===== src/rtl/fx_mul_pipe.sv =====
// fx_mul_pipe: pipelined signed fixed-point multiplier, Q(WIDTH-FRAC).FRAC in and out.
// Stage 1 forms the full 2*WIDTH product, middle stages only delay it, and the
// last stage rounds half toward +inf and range-checks into a WIDTH-bit result.
// With STAGES = 1 the multiply and the round share the single stage.
// Optional feature macro: FXMUL_SAT_EN. When defined, out-of-range results clamp
// and raise ovf. When undefined, results wrap and ovf is tied low.
module fx_mul_pipe #(
  parameter int WIDTH  = 8,
  parameter int FRAC   = 7,
  parameter int STAGES = 2
) (
  input  logic             clk,
  input  logic             rst,
  input  logic             in_valid,
  output logic             in_ready,
  input  logic [WIDTH-1:0] a,
  input  logic [WIDTH-1:0] b,
  output logic             out_valid,
  input  logic             out_ready,
  output logic [WIDTH-1:0] c,
  output logic             ovf
);

  localparam int PW = 2 * WIDTH;      // full product width
  localparam int RW = 2 * WIDTH + 1;  // rounding width, one guard bit so the add cannot wrap

  logic                 adv;
  logic [STAGES:1]      vld_q;
  logic signed [PW-1:0] a_x;
  logic signed [PW-1:0] b_x;
  logic signed [PW-1:0] mul;
  logic signed [PW-1:0] last_p;  // product entering the final stage
  logic                 last_v;  // valid bit entering the final stage
  logic signed [RW-1:0] p_x;
  logic signed [RW-1:0] r_full;
  logic [WIDTH-1:0]     c_d;
  logic [WIDTH-1:0]     c_q;

  // The whole pipe moves as one; there is no bubble collapsing.
  assign adv       = !vld_q[STAGES] || out_ready;
  assign in_ready  = adv;
  assign out_valid = vld_q[STAGES];
  assign c         = c_q;

  assign a_x = PW'($signed(a));
  assign b_x = PW'($signed(b));
  assign mul = a_x * b_x;

  // Valid bits shift one place whenever the pipe advances.
  always_ff @(posedge clk) begin
    if (rst) begin
      vld_q <= '0;
    end else if (adv) begin
      vld_q[1] <= in_valid;
      for (int i = 2; i <= STAGES; i++) begin
        vld_q[i] <= vld_q[i-1];
      end
    end
  end

  generate
    if (STAGES == 1) begin : g_one
      assign last_p = mul;
      assign last_v = in_valid;
    end else begin : g_multi
      logic signed [PW-1:0] prod_q [1:STAGES-1];

      // Stage 1 captures the full-precision product of an accepted pair.
      always_ff @(posedge clk) begin
        if (adv && in_valid) begin
          prod_q[1] <= mul;
        end
      end

      for (genvar gi = 2; gi < STAGES; gi++) begin : g_dly
        // Plain delay stage; loads only when a valid item moves into it.
        always_ff @(posedge clk) begin
          if (adv && vld_q[gi-1]) begin
            prod_q[gi] <= prod_q[gi-1];
          end
        end
      end

      assign last_p = prod_q[STAGES-1];
      assign last_v = vld_q[STAGES-1];
    end
  endgenerate

  assign p_x = RW'(last_p);

  generate
    if (FRAC > 0) begin : g_rnd
      localparam logic signed [RW-1:0] HALF = {{(RW-1){1'b0}}, 1'b1} << (FRAC - 1);
      assign r_full = (p_x + HALF) >>> FRAC;
    end else begin : g_nornd
      assign r_full = p_x;
    end
  endgenerate

`ifdef FXMUL_SAT_EN
  logic [RW-WIDTH:0] r_top;
  logic              ovf_d;
  logic              ovf_q;

  assign r_top = r_full[RW-1:WIDTH-1];
  assign ovf   = ovf_q;

  // In range only when every bit above the result's sign bit matches it.
  always_comb begin
    ovf_d = !((&r_top) || !(|r_top));
    c_d   = r_full[WIDTH-1:0];
    if (ovf_d) begin
      c_d = r_full[RW-1] ? {1'b1, {(WIDTH-1){1'b0}}} : {1'b0, {(WIDTH-1){1'b1}}};
    end
  end

  // Overflow flag travels with the result it describes.
  always_ff @(posedge clk) begin
    if (rst) begin
      ovf_q <= 1'b0;
    end else if (adv && last_v) begin
      ovf_q <= ovf_d;
    end
  end
`else
  logic unused_hi;

  // Wrapping result keeps only the low WIDTH bits of the rounded value.
  assign c_d       = r_full[WIDTH-1:0];
  assign unused_hi = ^r_full[RW-1:WIDTH];
  assign ovf       = 1'b0;
`endif

  // Output register loads only when a valid item arrives, so c is stable otherwise.
  always_ff @(posedge clk) begin
    if (rst) begin
      c_q <= '0;
    end else if (adv && last_v) begin
      c_q <= c_d;
    end
  end

endmodule


===== config.mk =====
export PLATFORM = sky130hd
export DESIGN_NAME = fx_mul_pipe
export DESIGN_NICKNAME = d
export VERILOG_FILES = /design/src/rtl/fx_mul_pipe.sv
export SDC_FILE = /design/constraint.sdc
export NUM_CORES = 1
export LEC_CHECK = 0
export CAP_MARGIN = 15
export CORE_MARGIN = 1.5
export CORE_UTILIZATION = 59
export DETAILED_ROUTE_END_ITERATION = 12
export GPL_TIMING_DRIVEN = 0
export PLACE_DENSITY = 0.82
export SLEW_MARGIN = 5
export SYNTH_ARGS = -nofsm -noshare
export SYNTH_HDL_FRONTEND = slang
export SYNTH_SLANG_ARGS = --single-unit

===== constraint.sdc =====
create_clock -name clk -period 6.68 [get_ports clk]
set_clock_uncertainty 0.1 [all_clocks]
set_input_delay 1.336 -clock clk [delete_from_list [all_inputs] [get_ports clk]]
set_output_delay 1.336 -clock clk [all_outputs]
set_load 0.05 [all_outputs]

* Yosys cells after proc, flatten, opt, wreduce, memory -nomap -nowiden
Memories as Yosys holds them, arrays and structs flattened.
Index checks and enable logic that the tools add are counted.
** Word-level totals
- RAM bits :: 16
- Output and inout bits :: 11
- Memories :: 1
- Register bits after elaboration :: 10
- Word-level logic and storage cells :: 11
- Bits of input ports :: 20
** Operators by class
- Muxes and demuxes :: 2
- Multipliers :: 1
- Add/sub/neg operators :: 1
- Reduce and logical (&&, ||, !) cells :: 4
** Memories
- g_multi.prod_q :: depth 1, width 16, rd ports 1, clocked after Yosys merged registers in 0, write ports 1, RTL line 66 : logic signed [PW-1:0] prod_q [1:STAGES-1];
** Operators with widths (count)
- multiplier 8 x 8 -> 16 bit :: 1
- adder 15 x 8 -> 15 bit (second input constant) :: 1
- logical AND 1 bit :: 2
- two-way mux 1 bit :: 2
- logical NOT 1 bit :: 1
- logical OR 1 bit :: 1

* Longest topological paths before layout
- Depth in word-level cells :: 5
- Mapped depth :: 16
- Depth with buffers taken out :: 15

* Least setup slack after synthesis
No wires, ideal clock.
- Path kind :: input to register
- Start point :: input a[7]
- End point :: memory g_multi.prod_q[1][14] (netlist bit), data pin
- Required time :: 6320 ps
- Library setup time :: 260 ps
- Stages :: 14
- Path slack :: 1325 ps
- Data arrival time :: 4995 ps
- Path buffers :: 0
- Cell sequence :: and2_1 -> fa_1 -> inv_1 -> fa_1 -> inv_1 -> fa_1 -> inv_1 -> fa_1 -> inv_1 -> ha_1 -> a21o_1 -> a21o_1 -> a211o_1 -> xnor2_1
** On the way
- Word-level cells in the longest chain between the ends :: 1
** RTL lines
- start: declaration :: RTL line 16 : input logic [WIDTH-1:0] a,
- multiplier 8 x 8 -> 16 bit :: RTL line 47 : assign mul = a_x * b_x;
- via mul[14] :: RTL line 31 : logic signed [PW-1:0] mul;
- end: declaration :: RTL line 66
The timed path passes the listed nets, and every way through them passes these cells.

* Worst setup path after layout
Ends and elaborated chain as after synthesis.

==> metrics.md <==
| Metric | Value |
|---|---|
| Dpl ws | 0.549 ns |
| Leakage | 1.58 nW |
| Syn_nets | 412 |
| # IOs | 31 |
| Post-CTS Resized | 0 |
| Largest net degree at the start of global routing | 12 |
| Vias in the first global route | 2105 |
| Antenna violations before repair | 0 |
| Post-CTS Setup Inserts | 0 |
| Tot Pwr | 0.00105 W |
| Gr usage total | 21.2% |
| HP Class | flop to flop |
| Post-Synthesis Cell Area | 2990 sq um |
| PnR worst setup slack | 0.842 ns |
| Clk root buf | clkbuf_8 |
| Min Tclk post-route | 5.84 ns |
| Clk pin slew, worst setup/hold paths | 0.07 ns |
| Slew Limit Fails | 0 |
| Chip height | 74.2 um |
| # nets final | 443 |
| 1st-iter DRT viols | 82 |
| Area grow syn2layout | 13.0% |
| DP HPWL | 4420 um |
| Die area | 5510 sq um |
| Initial core utilization | 62.1% |
| Vias | 2057 |
| CP max stage delay | 0.62 ns |
| Run status | complete, no violations |
| Setup TNS | 0 ns |
| Crit path kind | input pin to flop |
| Placed Cells | 409 |
| Hold buffers post-CTS | 0 |
| Number of I/O port buffers | 26 |
| Post-synthesis sequential area ratio | 15.7% |
| # setup viols final | 0 |
| Peak VDD IR | 0.000169 V |
| Fillers | 401 |
| Final wirelength | 4960 um |
| Worst Setup End Kind | flop |
| First-pass detailed-route iteration total | 4 |
| Critical-path top delay cell | fa_1 |
| Non-Filler Instances | 413 |
| Share of layout cells above drive strength 1 | 3.18% |
| Fmax | 0.171 GHz |
| Distinct cell type count after synthesis | 31 |
| Vias per cell | 4.98 |
| WL/cell | 12.0 um |
| Num rows | 25 |
| DRC violation count after routing | 0 |
| # H-tree levels | 1 |
| Syn Inst Count | 316 |
| CTS tree | built |
| Yosys reg bits | 19 |
| CTS Sinks | 19 |
| Fin. Hold Viols | 0 |
| Total grt overflow | 0 |
| CP cell instances | clkdlybuf4s50_1, and2_1, fa_1, inv_1, fa_1, inv_1, fa_1, inv_1, fa_1, inv_1, ha_1, a21o_1, a21o_1, a211o_1, xnor2_1 |
| GPL Wtd Cong | 0.859 |
| Syn Area/Cell | 9.47 sq um |
| CP required | 6.58 ns |
| Final period util | 87.4% |
| RSZ-0062 raised after global routing | no |
| Worst skew pair latency | 0.25 ns |
| Core ar. | 4820 sq um |
| Crit path max fanout | 9 |
| P per Cell Area | 311 nW/um^2 |
| First-pass GRT wire length | 8990 um |
| CP Data Arrival Time | 5.74 ns |
| YS warnings | 0 |
| Max-cap violations | 0 |
| Ant diodes | 0 |
| Largest buffer count on any clock path | 2 |
| Post-route ant nets | 0 |
| Die Wd | 74.2 um |
| CP Launch Type | input pin |
| CTS buffer count | 3 |
cells by family after synthesis:
group           after synthesis  share of synthesized area [%]
simple gates                 92                           16.1
xor+xnor                     23                           6.73
fa+ha+maj                    76                           44.3
buf+inv                      77                           10.0
flops                        19                           15.7
compound gates               27                           6.65
other cells                   1                          0.125
mux                           1                          0.335
stage by stage:
step | util, % | hold WS, ns | cell area [sq um]
detailed placement | 69.2 | 0.356 | 3340
global placement | 69.2 | 0.352 | 3340
floorplan | - | 0.342 | 2990
global route | 70.2 | 0.390 | 3380
CTS | 70.2 | 0.367 | 3380
finish | 70.2 | 0.363 | 3380
layer usage:
layer  track usage, %  share of wire, %  vias up
met5                0                 0        -
met4             3.09              0.34        0
met3            0.813               2.3        2
met2             40.0                53       29
met1             27.7                45     1007
li1                 -                 -     1019
power breakdown:
part,internal [W],leakage (nW),switching (W)
sequential,0.000199,0.170,0.0000242
combinational,0.000347,1.39,0.000403
clock,0.0000413,0.0255,0.0000359
total,0.000588,1.58,0.000463
path summary, 6_finish.rpt:
kind / startpoint / end / slack (ns) / cells after the start
max reg2reg: g_multi.prod_q[1][6] / c[7] / 5.14 / 6
max: a[7] / g_multi.prod_q[1][14] / 0.84 / 15
min reg2reg: vld_q[1] / vld_q[2] / 0.36 / 2
min: vld_q[1] / vld_q[2] / 0.36 / 2
area by class of cell:
class	count	area [sq um]	area share (%)
buffer	6	33.8	0.999
clock buffer	3	41.3	1.22
clock inverter	1	5.00	0.148
inverter	71	267	7.88
multi-input combinational	220	2220	65.7
sequential	19	470	13.9
tap	67	83.8	2.48
timing repair buffer	26	260	7.70
flip-flops by register name, summed over array words and instances, names as in the netlist:
| name | cells |
|---|---|
| c | 8 |
| g_multi.prod_q | 9 |
| vld_q | 2 |
cells in the mapped netlist:
cell       n  area share, %
a211oi_2   1           0.42
xnor2_1   17            5.0
and2_1    41            8.6
o21ai_0    1           0.17
a21oi_1    7            1.2
edfxtp_1   9            9.0
buf_4      2           0.50
ha_1      26             11
o221a_4    1           0.67
xor2_1     6            1.8
clkbuf_2   3           0.50
fa_1      50             33
conb_1     1           0.13
mux2i_1    1           0.33
and3_1     2           0.42
nand3_1    4           0.67
nand2_1   18            2.3
nand2b_1   3           0.63
o21a_1     3           0.75
nand4_1    1           0.21
dfxtp_1   10            6.7
a21o_1     2           0.50
a211oi_1   8            2.0
a211o_1    1           0.29
o21ai_1    1           0.17
nor2b_1    5            1.0
o21bai_1   1           0.25
nor2_1    18            2.3
inv_1     71            8.9
o211ai_1   1           0.25
clkbuf_1   1           0.13
placed cells by master, fill, tap and decap left out, types with 2 or more instances in the layout:
| master | n |
|---|---|
| a211oi_1 | 8 |
| a21o_1 | 2 |
| a21oi_1 | 7 |
| and2_1 | 41 |
| and3_1 | 2 |
| buf_4 | 2 |
| clkbuf_2 | 3 |
| clkbuf_8 | 3 |
| clkdlybuf4s50_1 | 26 |
| dfxtp_1 | 10 |
| edfxtp_1 | 9 |
| fa_1 | 50 |
| ha_1 | 26 |
| inv_1 | 71 |
| nand2_1 | 18 |
| nand2b_1 | 3 |
| nand3_1 | 4 |
| nor2_1 | 18 |
| nor2b_1 | 5 |
| o21a_1 | 3 |
| xnor2_1 | 17 |
| xor2_1 | 6 |
critical path, delay by kind of cell:
family                     cells  cell delay [ns]
adders and majority gates      5             2.53
buffers and inverters          5             0.81
AOI/OAI and AO/OA              3             0.68
and+or+nand+nor                1             0.28
xor gates and xnor gates       1             0.12
Power figures use the tool's default switching activity.
